<file path="src/rtl/axi_arb_pkg.sv">
// Shared types and AXI constants for the refill read arbiter.
package axi_arb_pkg;

  typedef enum logic [1:0] {
    S_IDLE,
    S_ADDR,
    S_DATA
  } state_e;

  typedef enum logic {
    GNT_I,
    GNT_D
  } grant_e;

  localparam logic [2:0] AXI_SIZE_WORD  = 3'b010;
  localparam logic [1:0] AXI_BURST_INCR = 2'b01;

  // Request captured at grant time and held for the whole transaction.
  typedef struct packed {
    logic [31:0] addr;
    logic [7:0]  len;
    logic [3:0]  id;
    grant_e      side;
  } req_t;

endpackage

</file>
<file path="src/rtl/rr_arb2.sv">
// Two-way round-robin picker; remembers the last winner and favours the other on a tie.
module rr_arb2
  import axi_arb_pkg::*;
(
  input  logic   clk,
  input  logic   rst,
  input  logic   req_i,
  input  logic   req_d,
  input  logic   upd,
  output logic   any,
  output grant_e gnt
);

  grant_e last_q;

  // Pick a winner: a lone requester always wins, a tie goes to the side not granted last.
  always_comb begin
    any = req_i | req_d;
    gnt = GNT_I;
    if (req_i && req_d) begin
      if (last_q == GNT_I) gnt = GNT_D;
      else                 gnt = GNT_I;
    end else if (req_d) begin
      gnt = GNT_D;
    end
  end

  // Record the winner whenever a grant is actually taken.
  always_ff @(posedge clk or negedge rst) begin
    if (!rst)             last_q <= GNT_I;
    else if (upd && any)  last_q <= gnt;
  end

endmodule

</file>
<file path="src/rtl/axi_rd_arbiter.sv">
// Arbitrates instruction and data refills onto one AXI read port, one burst at a time.
module axi_rd_arbiter
  import axi_arb_pkg::*;
#(
  parameter logic [3:0] I_ID = 4'd0,
  parameter logic [3:0] D_ID = 4'd1
) (
  input  logic        clk,
  input  logic        rst,
  // instruction side
  input  logic        i_req_valid,
  input  logic [31:0] i_req_addr,
  input  logic [7:0]  i_req_len,
  output logic        i_req_ready,
  output logic [31:0] i_rdata,
  output logic        i_rvalid,
  output logic        i_rlast,
  output logic        i_rerr,
  input  logic        i_flush,
  // data side
  input  logic        d_req_valid,
  input  logic [31:0] d_req_addr,
  input  logic [7:0]  d_req_len,
  output logic        d_req_ready,
  output logic [31:0] d_rdata,
  output logic        d_rvalid,
  output logic        d_rlast,
  output logic        d_rerr,
  // AXI AR
  output logic [3:0]  arid,
  output logic [31:0] araddr,
  output logic [7:0]  arlen,
  output logic [2:0]  arsize,
  output logic [1:0]  arburst,
  output logic        arvalid,
  input  logic        arready,
  // AXI R
  input  logic [3:0]  rid,
  input  logic [31:0] rdata,
  input  logic [1:0]  rresp,
  input  logic        rlast,
  input  logic        rvalid,
  output logic        rready
);

  state_e     state_q, state_d;
  req_t       cur_q, nxt_req;
  logic [8:0] cnt_q;
  logic       drop_q;
  logic       any;
  grant_e     gnt;
  logic       grant_fire;
  logic       beat, fwd, len_err, b_err;

  // A flush in IDLE masks the instruction request for that cycle only.
  rr_arb2 u_rr (
    .clk   (clk),
    .rst   (rst),
    .req_i (i_req_valid && !i_flush),
    .req_d (d_req_valid),
    .upd   (grant_fire),
    .any   (any),
    .gnt   (gnt)
  );

  assign grant_fire = (state_q == S_IDLE) && any && rst;

  // Next-state and handshake outputs; req_ready is gated by rst so nothing is granted in reset.
  always_comb begin
    state_d     = state_q;
    i_req_ready = 1'b0;
    d_req_ready = 1'b0;
    arvalid     = 1'b0;
    rready      = 1'b0;
    case (state_q)
      S_IDLE: begin
        if (grant_fire) begin
          i_req_ready = (gnt == GNT_I);
          d_req_ready = (gnt == GNT_D);
          state_d     = S_ADDR;
        end
      end
      S_ADDR: begin
        arvalid = 1'b1;
        if (arready) state_d = S_DATA;
      end
      S_DATA: begin
        rready = 1'b1;
        if (rvalid && rlast) state_d = S_IDLE;
      end
      default: state_d = S_IDLE;
    endcase
  end

  // FSM state register.
  always_ff @(posedge clk or negedge rst) begin
    if (!rst) state_q <= S_IDLE;
    else      state_q <= state_d;
  end

  // Request to latch at grant time, taken from the winning side.
  always_comb begin
    nxt_req.side = gnt;
    if (gnt == GNT_I) begin
      nxt_req.addr = i_req_addr;
      nxt_req.len  = i_req_len;
      nxt_req.id   = I_ID;
    end else begin
      nxt_req.addr = d_req_addr;
      nxt_req.len  = d_req_len;
      nxt_req.id   = D_ID;
    end
  end

  // Beat qualification: foreign IDs are swallowed, length violations are flagged as errors.
  always_comb begin
    beat    = (state_q == S_DATA) && rvalid && (rid == cur_q.id);
    fwd     = beat && !drop_q;
    len_err = (rlast && (cnt_q != {1'b0, cur_q.len})) || (cnt_q > {1'b0, cur_q.len});
    b_err   = (rresp != 2'b00) || len_err;
  end

  // Latched request, beat counter and flush-drop flag.
  always_ff @(posedge clk or negedge rst) begin
    if (!rst) begin
      cur_q  <= '0;
      cnt_q  <= '0;
      drop_q <= 1'b0;
    end else if (grant_fire) begin
      cur_q  <= nxt_req;
      cnt_q  <= '0;
      drop_q <= 1'b0;
    end else begin
      if (beat && (cnt_q != '1)) cnt_q <= cnt_q + 9'd1;
      if ((state_q == S_DATA) && rvalid && rlast)
        drop_q <= 1'b0;
      else if (i_flush && (cur_q.side == GNT_I) && (state_q != S_IDLE))
        drop_q <= 1'b1;
    end
  end

  assign arid    = cur_q.id;
  assign araddr  = cur_q.addr;
  assign arlen   = cur_q.len;
  assign arsize  = AXI_SIZE_WORD;
  assign arburst = AXI_BURST_INCR;

  assign i_rdata  = rdata;
  assign d_rdata  = rdata;
  assign i_rvalid = fwd && (cur_q.side == GNT_I);
  assign d_rvalid = fwd && (cur_q.side == GNT_D);
  assign i_rlast  = i_rvalid && rlast;
  assign d_rlast  = d_rvalid && rlast;
  assign i_rerr   = i_rvalid && b_err;
  assign d_rerr   = d_rvalid && b_err;

endmodule

</file>
<file path="config.mk">
export PLATFORM = sky130hd
export DESIGN_NAME = axi_rd_arbiter
export DESIGN_NICKNAME = d
export VERILOG_FILES = /design/src/rtl/axi_arb_pkg.sv /design/src/rtl/rr_arb2.sv /design/src/rtl/axi_rd_arbiter.sv
export SDC_FILE = /design/constraint.sdc
export NUM_CORES = 1
export LEC_CHECK = 0
export CORE_MARGIN = 2
export CORE_UTILIZATION = 35
export CTS_CLUSTER_DIAMETER = 40
export DETAILED_ROUTE_END_ITERATION = 6
export HOLD_SLACK_MARGIN = 0.08
export MAX_ROUTING_LAYER = met4
export PLACE_DENSITY_LB_ADDON = 0.2
export SLEW_MARGIN = 0
export SYNTH_ARGS = -nofsm -noshare
export SYNTH_HDL_FRONTEND = slang
export SYNTH_SLANG_ARGS = --single-unit
</file>
<file path="constraint.sdc">
create_clock -name clk -period 2.3 [get_ports clk]
set_input_delay 0.23 -clock clk [delete_from_list [all_inputs] [get_ports clk]]
set_output_delay 0.23 -clock clk [all_outputs]
set_load 0.03 [all_outputs]
</file>
Word level (Yosys, flattened, before mapping)
Index checks and enable logic that the tools add are counted.

operators by class
  reduce and logical (&&, ||, !) cells = 30
  eq/ne operators = 8
  multiplexer cells = 19
  $lt $le $gt $ge = 1
  $add $sub $neg = 1
  bitwise logic cells = 3

operators with widths
  kind                 number
  $mux 44              1
  $logic_and 1x1->1    20
  $mux 9               2
  $mux 1               12
  $add 9x1->9 const B  1
  $gt 9x8->1           1
  $ne 9x8->1           1
  $ne 9x9->1 const B   1
  $mux 2               3
  $pmux 2 s3           1
  $reduce_bool 2->1    3
  $eq 4x4->1           1
  $ne 2x2->1 const B   2
  $reduce_and 3->1     1
  $reduce_bool 3->1    1
  $eq 2x1->1 const B   1
  $eq 2x2->1 const B   1
  $logic_not 1->1      2
  $logic_not 2->1      1
  $logic_or 1x1->1     2
  $ne 2x1->1 const B   1
  $not 1->1            2
  $or 1x1->1           1

storage, ports and cells
  bits in registers = 58
  bits of input ports = 126
  logic and storage cells = 70
  output and inout port bits = 123

Logic depth before layout (Yosys ltp)
Gate-level depths: netlist of run 1.

  depth after elaboration = 7
  depth in mapped cells = 8
  depth with buffers taken out = 8

Hierarchy
Synthesis of run 1 repeated with hierarchy kept, for this count alone.

second synthesis, totals
  cells, all modules = 367
  area, all modules = 3390.8 um^2

modules (own cells, without submodules)
  module          cells an instance  area each (um^2)  seq. area each (um^2)  times used
  axi_rd_arbiter  362                3340.7            1326.3                 1
  rr_arb2         5                  50.0              25.0                   1

Least setup slack after synthesis of run 1
No wires, ideal clock.

  path kind = reg2out
  start = reg state_q[1]
  end = out i_rerr
  slack = -0.616 ns
  required time = 2.070 ns
  buffers on the path = 1
  stages on the path, launching flop included = 6
  data arrival time = 2.686 ns
  path through = dfrtp_1 > nor2b_1 > clkbuf_2 > nand2_1 > nor4_1 > a21boi_0

between the ends
  longest elaborated chain between the ends = 6

ends and longest elaborated chain
  item                            RTL line               text
  start, declared                 axi_rd_arbiter.sv:46   state_e state_q, state_d;
  start signal, assigned          axi_rd_arbiter.sv:98   else state_q <= state_d;
  $eq 2x2->1                      axi_rd_arbiter.sv:117  beat = (state_q == S_DATA) && rvalid && (rid == cur_q.id);
  $logic_and 1x1->1 (2 in a row)  axi_rd_arbiter.sv:117
  $logic_and 1x1->1               axi_rd_arbiter.sv:118  fwd = beat && !drop_q;
  $logic_and 1x1->1               axi_rd_arbiter.sv:150  assign i_rvalid = fwd && (cur_q.side == GNT_I);
  named net i_rvalid              axi_rd_arbiter.sv:16   output logic i_rvalid,
  $logic_and 1x1->1               axi_rd_arbiter.sv:154  assign i_rerr = i_rvalid && b_err;
  end, declared                   axi_rd_arbiter.sv:18   output logic i_rerr,

The timed path passes the listed nets, and every way through them passes these cells.

Final worst setup path of run 1
  start = reg cnt_q[1]
  end = out i_rerr

between the ends
  longest elaborated chain between the ends = 5
  elaborated cells between the ends (all ways) = 6
  classes of those cells = 1 x order compare; 1 x eq/ne; 4 x reduce/logical

ends and longest elaborated chain
  item                                                RTL line               text
  start, declared                                     axi_rd_arbiter.sv:48   logic [8:0] cnt_q;
  start signal, assigned                              axi_rd_arbiter.sv:134  if (beat && (cnt_q != '1)) cnt_q <= cnt_q + 9'd1;
  branches (longest 2 deep; another with $gt 9x8->1)  n/a
  $logic_or 1x1->1 *                                  axi_rd_arbiter.sv:119  len_err = (rlast && (cnt_q != {1'b0, cur_q.len})) || (cnt_q > {1'b0, cur_q.len});
  $logic_or 1x1->1 *                                  axi_rd_arbiter.sv:120  b_err = (rresp != 2'b00) || len_err;
  $logic_and 1x1->1 *                                 axi_rd_arbiter.sv:154

Every way passes the cells marked *.

==> results of run 1 <==
==> power breakdown <==
group	switching [mW]	total (mW)	leakage, nW	internal [mW]
registers	0.244	1.56	0.686	1.32
logic	1.46	2.56	1.40	1.10
clock network	0.309	0.658	0.0573	0.349
==> per-layer routing <==
layer	vias up	GRT usage (%)
met5	-	-
met3	17	5.81
met1	1213	19.6
li1	1316	-
met2	121	28.4
met4	0	3.49
==> sequential cells by signal, indices dropped and copies added, names as in the netlist <==
name / count
state_q: 2
cnt_q: 9
arlen: 8
drop_q: 1
araddr: 32
arid: 1
u_rr.last_q: 1
==> worst max-delay path by stage <==
| stage | start | endpoint | slack, ps | depth (start not counted) |
|---|---|---|---|---|
| after floorplan | state_q[1] | i_rerr | -40 | 5 |
| after global placement | rid[1] | i_rerr | 250 | 6 |
| after detailed placement | rvalid | i_rerr | 190 | 6 |
| after CTS | arlen[3] | i_rerr | 3 | 8 |
| after global routing | cnt_q[1] | i_rerr | -60 | 7 |
| final | cnt_q[1] | i_rerr | 70 | 7 |
==> logic make-up after synthesis <==
group | synth area share [%]
DFF | 39.9
AOI/OAI and AO/OA | 11.1
muxes | 11.8
adders and majority gates | 3.69
and+or+nand+nor | 13.6
buffers and inverters | 19.1
other | 0.222
xor gates and xnor gates | 0.517
==> layout make-up <==
| cell class | instances | area, sq um | share of cell area [%] |
|---|---|---|---|
| clock buffers | 6 | 82.6 | 1.77 |
| well taps | 129 | 161 | 3.45 |
| multi-input cells | 218 | 1480 | 31.6 |
| repair buffers | 154 | 1530 | 32.6 |
| clock inverters | 1 | 30.0 | 0.642 |
| flip-flops and latches | 54 | 1350 | 28.9 |
| inverters | 13 | 48.8 | 1.04 |
==> repair_timing <==
action | CTS | global route
buffers inserted | 0 | 3
setup endpoints to repair | 2 | 3
pin swaps | 0 | 5
hold buffers | 1 | 0
endpoints found under the hold margin | 16 | 0
resized for setup | 1 | 12
==> placed cells by master, fill, tap and decap left out, types with 3 or more instances in the layout <==
cell / n
clkdlybuf4s50_1: 135
dfrtp_1: 54
nand2_1: 51
o21ai_0: 43
mux2i_1: 40
buf_4: 13
inv_1: 12
ha_1: 9
nor2_1: 8
conb_1: 8
nand3_1: 7
a21oi_1: 7
clkbuf_8: 6
or4_1: 4
nand4_1: 3
o211ai_1: 3
==> results.yml, run 1 <==
cts:
  h-tree-depth: 2
  ctsLongestPathBuffers: 2
  clk_pin_slew_ps: 100
  clock_latency_ps: 300
  cts.root.buffer_cell: "clkbuf_8"
  cts_tree: "done"
  cts_sinks: 54
  cts_buffers: 5
timing:
  finClkSkew_ps: 6.67
  tightest_slew_ps: 504
  fmax_mhz: 448
  min_period_ps: 2230
  rsz0062_at_grt: "true"
  setup_tns_ps: 0
  drv_slew: 0
  hold_viol: 0
  post-route-period-util_pct: 96.9
  finalSetupViolations: 0
  slew_headroom_pct: 66.4
  fin_ws_ps: 70.2
  holdWs_ps: 457
synth:
  synth.cells.most_frequent: "72 x buf_4, 54 x dfrtp_1, 52 x nand2_1"
  synthArstFlopShare_pct: 100
  yosys.area.top_type_share_pct: 39.9
  yosysMostFrequentCell: "buf_4"
  yosysWarnings: 0
  ys_types: 38
  synth_top_cells_by_area: "dfrtp_1 40%, buf_4 16%, mux2i_1 12%, o21ai_0 6.5%, nand2_1 5.8%"
  synth_edf_count: 0
  syn-cell-area_sq_um: 3390
  ys_seq_elements: 54
  synth_top_area_cell: "dfrtp_1"
  syn_area_per_cell_sq_um: 9.28
  synth-seq-area-share_pct: 39.9
  synthCells: 365
  synth_ff_type: "dfrtp_1"
setup_path:
  critPathBufInv: 2
  cp.arrival_ps: 2000
  r2r_cells: 9
  crit_slowest_cell: "dfrtp_1"
  critPathMaxFanout: 4
  reg2reg_to: "cnt_q[5]"
  slowest_delay_ps: 420
  regToRegSetupSlack_ps: 140
  path_class: "reg2out"
  worstPathRequired_ps: 2070
  reg2reg_from: "cnt_q[1]"
  crit_family: "compound AO/OA/AOI/OAI gates"
  worstSetupStartpointType: "register"
  path_cells: "ha_1 -> nor2b_4 -> o21a_1 -> o311ai_2 -> buf_4 -> a21boi_2 -> buf_6"
  critPathCaptureType: "output port"
global_routing:
  grt_pass1_wl_microns: 13300
  gr-total-overflow: 0
  grt_max_degree: 47
  track_usage_pct: 16.9
  grt_pass1_vias: 2752
  antenna_found_initial: 0
final_layout:
  num-nets-final: 582
  area_delta_synth_final_pct: 38.0
  final_cells: 575
  drive_above_1_share_pct: 8.74
  diodes: 0
  fill_cells: 909
  finish.utilization_pct: 50.1
  final_area_sq_um: 4680
routing:
  viasPerCell: 4.64
  dr_wl_met2_microns: 4200
  finalWirelength_microns: 8450
  drt_iter0_markers: 51
  drc_errors: 0
  wl_met1_microns: 3370
  vias: 2667
  post_drt_wl_per_cell_microns: 14.7
  ant_nets: 0
  topRoutingLayerUsed: "met4"
  drtPass1Iterations: 4
  met3_length_microns: 770
floorplanning:
  die_area_sq_um: 10500
  start_util_pct: 36.3
  design.core.area_sq_um: 9330
  rows: 35
  die_h_microns: 102
  io_pins: 249
  die_w_microns: 102
outcome:
  outcome: "complete, no violations"
power_and_ir_drop:
  leakagePower_nw: 2.14
  power_density_nw_per_um2: 1020
  ir_worst_vdd_mv: 0.499
  total_power_mw: 4.77
flow_run:
  maxCapViolCount: 0
worst_hold_path:
  hold_path_class: "in2async"
placed_design:
  hpwlAfterDp_microns: 6650
  place_congestion: 0.768
  placed_area_sq_um: 4480
  port-buffer-count: 144
  dp.cells: 564
  pre_cts_ws_ps: 188
No activity file was read; power rests on OpenSTA's default activity.
==> run 2: changes to the inputs <==
--- a/config.mk
+++ b/config.mk
@@ -16,3 +16,4 @@
 export SYNTH_ARGS = -nofsm -noshare
 export SYNTH_HDL_FRONTEND = slang
 export SYNTH_SLANG_ARGS = --single-unit
+export TNS_END_PERCENT = 100
==> results of run 2 <==
No change in the layout: final DEF, timing and power equal those of run 1.
